`config.mk`:
```
export PLATFORM = sky130hd
export DESIGN_NAME = dynvc_credit_tracker
export DESIGN_NICKNAME = d
export VERILOG_FILES = /design/src/rtl/dynvc_credit_tracker.sv
export SDC_FILE = /design/constraint.sdc
export NUM_CORES = 1
export LEC_CHECK = 0
export ABC_AREA = 1
export BUFFER_PORTS_ARGS = -buffer_cell sky130_fd_sc_hd__buf_2
export CORE_MARGIN = 2
export CORE_UTILIZATION = 40
export CTS_BUF_LIST = sky130_fd_sc_hd__clkbuf_8
export DETAILED_ROUTE_END_ITERATION = 8
export SETUP_SLACK_MARGIN = 0.3
export SLEW_MARGIN = 30
export SYNTH_ARGS = -nofsm -noshare
export SYNTH_HDL_FRONTEND = slang
export SYNTH_SLANG_ARGS = --single-unit
export TNS_END_PERCENT = 20
```
`constraint.sdc`:
```
create_clock -name clk -period 5.45 [get_ports clk]
set_clock_uncertainty 0.2 [all_clocks]
set_input_delay 1.09 -clock clk [delete_from_list [all_inputs] [get_ports clk]]
set_output_delay 1.09 -clock clk [all_outputs]
set_load 0.01 [all_outputs]
```
`src/rtl/dynvc_credit_tracker.sv`:
```
// Credit tracker for VCs that share one downstream memory bank: per-VC occupancy plus a shared free-slot pool.
// Optional macro DYNVC_RESERVED_SLOT_EN reserves one bank slot per VC outside the shared pool.
module dynvc_credit_tracker #(
  parameter int max_vc_number     = 10,
  parameter int memory_bank_depth = 32,
  localparam int cnt_width        = $clog2(memory_bank_depth + 1)
) (
  input  logic                     clk,
  input  logic                     reset,
  input  logic                     flit_sent,
  input  logic [0:max_vc_number-1] flit_vc,
  input  logic                     credit_valid,
  input  logic [0:max_vc_number-1] credit_vc,
  output logic [0:max_vc_number-1] vc_ready,
  output logic [0:max_vc_number-1] vc_empty,
  output logic [cnt_width-1:0]     free_count,
  output logic                     error
);

`ifdef DYNVC_RESERVED_SLOT_EN
  localparam int   free_init  = memory_bank_depth - max_vc_number;
  localparam logic reserve_en = 1'b1;
`else
  localparam int   free_init  = memory_bank_depth;
  localparam logic reserve_en = 1'b0;
`endif

  localparam logic [cnt_width-1:0]     cnt_zero   = {cnt_width{1'b0}};
  localparam logic [cnt_width-1:0]     cnt_one    = {{(cnt_width-1){1'b0}}, 1'b1};
  localparam logic [cnt_width-1:0]     free_max   = cnt_width'(free_init);
  localparam logic [0:max_vc_number-1] vc_ones    = {max_vc_number{1'b1}};
  localparam logic [0:max_vc_number-1] vc_zeros   = {max_vc_number{1'b0}};
  localparam logic [0:max_vc_number-1] ready_init =
    (reserve_en || (memory_bank_depth > 0)) ? vc_ones : vc_zeros;

  function automatic logic is_onehot(input logic [0:max_vc_number-1] vec);
    int unsigned ones;
    ones = 32'd0;
    for (int i = 0; i < max_vc_number; i++) begin
      ones = ones + 32'(vec[i]);
    end
    return (ones == 32'd1);
  endfunction

  // A VC with nothing outstanding can always use its own reserved slot when reservation is built in.
  function automatic logic ready_of(input logic [cnt_width-1:0] occ, input logic [cnt_width-1:0] free);
    return reserve_en ? ((occ == cnt_zero) || (free != cnt_zero)) : (free != cnt_zero);
  endfunction

  logic [cnt_width-1:0]     occ_r        [0:max_vc_number-1];
  logic [cnt_width-1:0]     occ_next_s   [0:max_vc_number-1];
  logic [cnt_width-1:0]     free_r;
  logic [cnt_width-1:0]     free_next_s;
  logic                     error_r;
  logic                     error_next_s;
  logic [0:max_vc_number-1] ready_r;
  logic [0:max_vc_number-1] ready_next_s;
  logic [0:max_vc_number-1] empty_r;
  logic [0:max_vc_number-1] empty_next_s;
  logic                     send_onehot_s;
  logic                     credit_onehot_s;
  logic [0:max_vc_number-1] send_acc_s;
  logic [0:max_vc_number-1] credit_acc_s;
  logic [0:max_vc_number-1] take_mask_s;
  logic [0:max_vc_number-1] give_mask_s;
  logic                     take_s;
  logic                     give_s;
  logic                     send_err_s;
  logic                     credit_err_s;

  // Event legality: each event is judged on its own against the current registered state.
  always_comb begin
    send_onehot_s   = is_onehot(flit_vc);
    credit_onehot_s = is_onehot(credit_vc);
    for (int v = 0; v < max_vc_number; v++) begin
      take_mask_s[v]  = reserve_en ? (occ_r[v] != cnt_zero) : 1'b1;
      give_mask_s[v]  = reserve_en ? (occ_r[v] != cnt_one)  : 1'b1;
      send_acc_s[v]   = flit_sent & send_onehot_s & flit_vc[v] & ready_r[v];
      credit_acc_s[v] = credit_valid & credit_onehot_s & credit_vc[v] &
                        (occ_r[v] != cnt_zero) & ~(give_mask_s[v] & (free_r == free_max));
    end
    send_err_s   = flit_sent & ~(|send_acc_s);
    credit_err_s = credit_valid & ~(|credit_acc_s);
    // A send and credit accepted on the same VC cancel, so neither touches the pool.
    take_s       = |(send_acc_s & ~credit_acc_s & take_mask_s);
    give_s       = |(credit_acc_s & ~send_acc_s & give_mask_s);
  end

  // Next-state values for counters, sticky error and the registered status outputs.
  always_comb begin
    free_next_s = free_r;
    case ({take_s, give_s})
      2'b10:   free_next_s = free_r - cnt_one;
      2'b01:   free_next_s = free_r + cnt_one;
      default: free_next_s = free_r;
    endcase
    error_next_s = error_r | send_err_s | credit_err_s;
    for (int v = 0; v < max_vc_number; v++) begin
      occ_next_s[v] = occ_r[v];
      case ({send_acc_s[v], credit_acc_s[v]})
        2'b10:   occ_next_s[v] = occ_r[v] + cnt_one;
        2'b01:   occ_next_s[v] = occ_r[v] - cnt_one;
        default: occ_next_s[v] = occ_r[v];
      endcase
      empty_next_s[v] = (occ_next_s[v] == cnt_zero);
      ready_next_s[v] = ready_of(occ_next_s[v], free_next_s);
    end
  end

  // State and output registers; reset discards all outstanding credit state immediately.
  always_ff @(posedge clk or negedge reset) begin
    if (!reset) begin
      for (int v = 0; v < max_vc_number; v++) begin
        occ_r[v] <= cnt_zero;
      end
      free_r  <= free_max;
      error_r <= 1'b0;
      ready_r <= ready_init;
      empty_r <= vc_ones;
    end else begin
      for (int v = 0; v < max_vc_number; v++) begin
        occ_r[v] <= occ_next_s[v];
      end
      free_r  <= free_next_s;
      error_r <= error_next_s;
      ready_r <= ready_next_s;
      empty_r <= empty_next_s;
    end
  end

  assign vc_ready   = ready_r;
  assign vc_empty   = empty_r;
  assign free_count = free_r;
  assign error      = error_r;

endmodule
```
==> metrics.yaml, run 1 <==
status: "finished with violations"
violations: "setup timing"
grt_max_degree: 44
arrival_ns: 6.06
min_from: "error"
port_buffers: 50
dp_worst_setup_slack_ns: -0.9249
fin_area_um2: 9092
post-route-min-period_ns: 5.940
path_class: "in -> reg"
die_h_um: 132.0
r2r.worst_path.cells: 18
max_freq_mhz: 168.4
cts_tree: "yes"
io_pins: 51
num_rows: 46
slew_viol_final: 0
wl_met2_um: 7721
nNetsFinal: 1152
cts_root_buf: "clkbuf_8"
antenna_found_initial: 0
cp.required_ns: 5.57
grt_pass1_vias: 5813
gp_congestion: 0.8367
wire_per_inst_um: 12.48
setup_slack_ns: -0.4896
syn_nets: 1004
whs_endpoint: "error"
hold_depth: 2
placed_area_um2: 7741
drcViolationCount: 0
rsz0062_at_grt: "yes"
ys_seq_area_share_pct: 30.02
synth_area_leaders: "dfrtp_1 25%, ha_1 13%, nand2_1 13%, inv_1 9.0%, fa_1 7.0%"
cap_viol_max_count: 0
post-route-period-util_pct: 109.0
yosys.area.top_type: "dfrtp_1"
ir_drop_v: 0.0003180
synth_top_area_share_pct: 25.21
fp.dieW_um: 132.0
synth.distinct_cells: 33
dp_hpwl_um: 11750
crit_path_start_kind: "input port"
grt_util_all_layers_pct: 18.43
insertedDiodeCount: 0
hp-class: "reg -> reg"
finalHoldViolations: 0
clk_latency_ns: 0.38
drt-total-wl_um: 15690
synthToLayoutAreaGrowth_pct: 38.76
post-route-util_pct: 57.03
reg2reg_from: "vc_ready[9]"
relSlewSlack_pct: 61.84
layout-drive-gt1-share_pct: 36.89
syn-cell-area_um2: 6553
viasPerCell: 4.765
start_util_pct: 41.10
drtAntennaViolNets: 0
clock_path_buffers: 2
first_pass_iters: 4
power-per-cell-area_nw_per_um2: 470.5
syn_inst: 888
cts_buffers: 9
vias: 5990
cts_hold_buf: 0
numClockSinks: 78
synth.avg_cell_area_um2: 7.379
critical-path-slowest-cell: "fa_1"
die-area_um2: 17420
drtIter0Drc: 218
slowest_delay_ns: 0.52
drt-met1-wl_um: 7279
htree_levels: 3
power_mw: 4.278
power_leakage_nw: 4.596
route.met3.wl_um: 328
grt_first_pass_wirelength_um: 26360
setup_viol_count_final: 7
crit_path_frequent_cell: "nand3_2"
place_inst: 1221
rrSetupSlack_ns: 1.93
crit_path_end_kind: "register"
worstReg2RegEnd: "vc_ready[9]"
tightest_slew_ns: 0.5725
dr.max_layer_used: "met4"
fin_cells: 1257
core_um2: 15940
synth_seq_cells: 78
worst-path-max-fanout: 5
path_clk_slew_ns: 0.09
grt_remaining_overflow: 0
yosys_warnings: 0
## cell type report
class                           count  area [um^2]
Fill cell                        1482         6850
Multi-Input combinational cell    624         4838
Sequential cell                    78         1967
Timing Repair Buffer              158         1206
Inverter                          165        634.4
Tap cell                          216        270.3
Clock buffer                        9        123.9
Clock inverter                      7        52.55
## sequential cells by signal, summed over array words and instances, names as in the netlist
signal / flops
occ_r: 60
vc_empty: 10
free_count: 6
error: 1
vc_ready: 1
## stage by stage
stage	hold WS, ns	TNS [ns]
global placement	0.2649	-17.80
finish	0.3128	-2.063
floorplan	0.3009	-2.174
detailed placement	0.2855	-19.37
CTS	0.3079	-1.654
global route	0.3129	-5.762
## cells by family (layout without fill, tap and decap cells)
| kind of cell | count (synthesis) | after routing | synth area share, % |
|---|---|---|---|
| simple gates | 435 | 435 | 29.14 |
| buf+inv | 186 | 339 | 11.67 |
| fa+ha+maj | 92 | 92 | 20.20 |
| flops | 78 | 78 | 30.02 |
| compound gates | 75 | 75 | 6.034 |
| xor+xnor | 22 | 22 | 2.941 |
## cell usage in the layout, fill, tap and decap left out, drive strengths merged, types with 2 or more instances in the layout
cell    synthesis  layout
inv           164     167
dfstp          12      12
nand2         224     224
clkbuf          0       9
nand3          63      63
a21oi          28      28
clkinv          1       4
o211ai          2       2
nor2           85      85
fa             23      23
ha             69      69
o21ai          43      43
nand3b         10      10
xnor2          12      12
or2            12      12
nor4            4       4
dfrtp          66      66
xor2           10      10
buf            21     158
nand4          24      24
nor3           12      12
## worst max path at each step
stage	cells after the start	slack, ns	to	from
2_1_floorplan	27	-0.52	vc_ready[9]	flit_vc[9]
3_3_place_gp	27	-0.88	vc_ready[9]	flit_vc[4]
3_5_place_dp	27	-0.92	vc_ready[9]	flit_vc[4]
4_1_cts	31	-0.42	vc_ready[9]	credit_vc[6]
5_1_grt	30	-0.71	vc_ready[9]	credit_vc[6]
6_report	30	-0.49	vc_ready[9]	credit_vc[6]
## synthesized netlist by cell type (all sizes together)
| cell type | number |
|---|---|
| ha | 69 |
| dfrtp | 66 |
| o31ai | 1 |
| or2 | 12 |
| o211ai | 2 |
| xor2 | 10 |
| nor2 | 85 |
| and2 | 1 |
| nand4 | 24 |
| nor3 | 12 |
| nand2 | 224 |
| nand3b | 10 |
| inv | 164 |
| buf | 21 |
| clkinv | 1 |
| xnor2 | 12 |
| fa | 23 |
| dfstp | 12 |
| nand3 | 63 |
| o22ai | 1 |
| nor4 | 4 |
| o21ai | 43 |
| a21oi | 28 |
## repair_timing
item / CTS / global route
gates cloned: 0 / 0
pin swaps: 68 / 59
endpoints found under the setup margin: 55 / 64
gates resized for setup: 142 / 102
setup buffers: 15 / 5
## worst max-delay path, delay by kind of cell
kind                       cells  cell delay (ns)
AOI/OAI and AO/OA              1             0.05
adders and majority gates      8             2.84
buffers and inverters          9             0.80
and+or+nand+nor               12             1.27
## where the power goes
part	leakage, nW	internal [mW]	switching (mW)
Clock	0.0908	0.170	0.239
Sequential	0.955	0.803	0.255
Combinational	3.55	1.35	1.46
Total	4.60	2.32	1.95
## routing by layer
metal | global-route usage (%) | vias to the layer above
li1 | - | 3101
met1 | 23.94 | 2791
met2 | 31.34 | 74
met3 | 2.422 | 24
met4 | 6.884 | 0
met5 | 0 | -
Power figures use the tool's default switching activity.
==> run 2: changes to the inputs <==
ABC_AREA = default   (was 1)
==> run 2 against run 1 <==
Effect of this change: the flow still finishes with violations (setup timing); register-to-register slack lost 1.3 ns; non-clock buffer count grew 68; first-iteration DRC count grew 8.7%; die area shrank 3.0%; sequential power grew 6%; synthesized cell count shrank 26%; via count shrank 4.6%; sequential cell count is the same; setup slack lost 1.2 ns; wire length grew 13%.
==> metrics.yaml, run 2 <==
status: "finished with violations"
violations: "setup timing"
yosys_warnings: 0  # unchanged
grt_pass1_vias: 6041  # +3.9%
antenna_found_initial: 1  # +1
die-area_um2: 16900  # -3.0%
first_pass_iters: 4  # unchanged
core_um2: 15710  # -1.4%
synth.distinct_cells: 48  # +45%
rrSetupSlack_ns: 0.62  # -1.31 ns
synth.avg_cell_area_um2: 9.665  # +31%
setup_viol_count_final: 61  # +54
cap_viol_max_count: 0  # unchanged
cts_tree: "yes"
synth_top_area_share_pct: 26.01  # +0.80 points
cts_hold_buf: 0  # unchanged
max_freq_mhz: 139.7  # -17%
r2r.worst_path.cells: 16  # -2
final_common_cell: "buf_4"
drcViolationCount: 0  # unchanged
wire_per_inst_um: 16.19  # +30%
io_pins: 51  # unchanged
grt_remaining_overflow: 0  # unchanged
grt_first_pass_wirelength_um: 28760  # +9.1%
slew_viol_final: 0  # unchanged
synth.top_cells.by_count: "74 x inv_1, 69 x ha_1, 66 x dfrtp_1"
power_mw: 4.406  # +3.0%
power_leakage_nw: 4.263  # -7.3%
yosys.area.top_type: "dfrtp_1"
nNetsFinal: 988  # -14%
synth_ff_type: "dfrtp_1"
ir_drop_v: 0.0002198  # -31%
die_h_um: 130.0  # -1.5%
synthToLayoutAreaGrowth_pct: 45.95
arrival_ns: 7.26  # +1.20 ns
post-route-min-period_ns: 7.157  # +1.217 ns
post-route-period-util_pct: 131.3  # +22 points
drt-total-wl_um: 17710  # +13%
grt_max_degree: 79  # +80%
cp.required_ns: 5.55  # -0.02 ns
finalHoldViolations: 0  # unchanged
layout-drive-gt1-share_pct: 46.07  # +9.2 points
path_class: "in -> reg"
drtAntennaViolNets: 0  # unchanged
port_buffers: 50  # unchanged
synth_edf_count: 0  # unchanged
crit_path_end_kind: "register"
grt_util_all_layers_pct: 21.48  # +3.0 points
fillers: 1318  # -11%
viasPerCell: 5.224  # +9.6%
largest_reg_flops: 60  # unchanged
worst-path-max-fanout: 6  # +1
reg2reg_from: "free_count[1]"
tightest_slew_ns: 0.9171  # +0.3447 ns
setup_tns_ns: -30.35  # -28.29 ns
cts_buffers: 9  # unchanged
dp_worst_setup_slack_ns: -2.101  # -1.176 ns
gp_congestion: 0.8522  # +1.9%
start_util_pct: 40.41  # -0.69 points
htree_levels: 3  # unchanged
placed_area_um2: 8085  # +4.4%
syn-cell-area_um2: 6350  # -3.1%
synth_area_leaders: "dfrtp_1 26%, ha_1 14%, fa_1 7.3%, dfstp_2 5.0%, xor2_1 4.6%"
hp-class: "reg -> reg"
numClockSinks: 78  # unchanged
ys_seq_area_share_pct: 30.98  # +0.96 points
clock_path_buffers: 2  # unchanged
critPathLaunch: "credit_vc[9]"
cts_root_buf: "clkbuf_8"
seq_area_um2: 1967  # unchanged
path_clk_slew_ns: 0.08  # about the same
crit_path_start_kind: "input port"
synth_seq_cells: 78  # unchanged
async_reset_ff_share_pct: 100.0  # unchanged
min_from: "occ_r[29]"
syn_nets: 773  # -23%
multi_input_area_um2: 4816  # -0.47%
num_rows: 46  # unchanged
worstReg2RegEnd: "vc_ready[9]"
whs_endpoint: "occ_r[29]"
yosysMostFrequentCell: "inv_1"
syn_inst: 657  # -26%
rsz0062_at_grt: "yes"
fin_area_um2: 9268  # +1.9%
setup_slack_ns: -1.707  # -1.217 ns
drtIter0Drc: 237  # +8.7%
hold_depth: 1  # -1
dp_hpwl_um: 12780  # +8.7%
fp.dieW_um: 130.0  # -1.5%
power-per-cell-area_nw_per_um2: 475.4  # +1.1%
regMostFlops: "occ_r"
relSlewSlack_pct: 38.34  # -24 points
clk_latency_ns: 0.39  # about the same
vias: 5715  # -4.6%
most-common-layout-cells: "154 x buf_4, 67 x inv_1, 66 x dfrtp_1"
[run 2: changes by cell type after synthesis, moves of 18 or more]
| cell | change |
|---|---|
| nor2_1 | -66 |
| inv_1 | -83 |
| nand3_1 | -58 |
| o31ai_1 | +19 |
| nor4b_1 | +18 |
| xor2_1 | +23 |
| o21a_1 | +23 |
| nand2_1 | -172 |
[run 2: area by class of cell]
cell class              instances  share of cell area [%]
clock buffers                   9                   1.337
diodes                          1                 0.02700
inverters                      80                   3.321
clock inverters                 7                  0.9721
flip-flops and latches         78                   21.22
multi-input cells             477                   51.96
repair buffers                226                   18.24
well taps                     216                   2.916
[run 2: worst max-delay path, stage by stage]
cell	delay, ns
buf_6	0.10
fa_2	0.50
fa_1	0.57
inv_2	0.04
fa_1	0.44
inv_1	0.10
ha_2	0.20
inv_2	0.05
fa_2	0.38
a2111oi_4	0.21
a21oi_2	0.05
a311o_1	0.35
buf_6	0.18
nor2_4	0.11
inv_1	0.05
ha_1	0.19
or4_4	0.52
nor4_4	0.24
ha_2	0.27
inv_6	0.07
fa_2	0.37
a21o_1	0.20
a21oi_2	0.15
xor2_1	0.17
o21ai_1	0.11
or4_1	0.53
[run 2: repair_timing]
action	in CTS	in global routing
pin swaps	41	36
endpoints found under the hold margin	0	0
buffers inserted	13	9
setup endpoints to repair	69	76
resized for setup	112	72
cloned	1	0
[run 2: report_power, final]
| group | switching, mW | leakage (nW) | total, mW | internal (mW) |
|---|---|---|---|---|
| registers | 0.270 | 0.960 | 1.12 | 0.851 |
| logic | 1.33 | 3.19 | 2.79 | 1.46 |
| clock network | 0.242 | 0.110 | 0.497 | 0.255 |
[run 2: logic make-up after synthesis]
| group | synth area share, % |
|---|---|
| AOI/OAI and AO/OA | 14.68 |
| xor gates and xnor gates | 6.207 |
| adders and majority gates | 20.85 |
| buffers and inverters | 6.936 |
| DFF | 30.98 |
| muxes | 1.596 |
| and+or+nand+nor | 18.76 |
[run 2: worst max path at each step]
stage	to	slack [ns]
2_1_floorplan	vc_ready[9]	-1.64
3_3_place_gp	vc_ready[9]	-1.95
3_5_place_dp	vc_ready[9]	-2.10
4_1_cts	vc_ready[9]	-1.53
5_1_grt	vc_ready[9]	-1.94
6_report	vc_ready[9]	-1.71
[run 2: metal layers]
layer	vias to the layer above	wire, um	track usage (%)
li1	2782	-	-
met1	2795	7678	26.11
met2	97	8963	37.70
met3	41	533	3.731
met4	0	536	8.855
met5	-	0	0
[run 2: stage by stage]
step	utilization, %	instances	hold WS, ns
after CTS	56.20	1084	0.2995
after detailed placement	51.46	1054	0.2913
after floorplan	-	657	0.2575
final	58.98	1094	0.2977
after global routing	58.98	1094	0.3133
after global placement	51.43	1054	0.2747
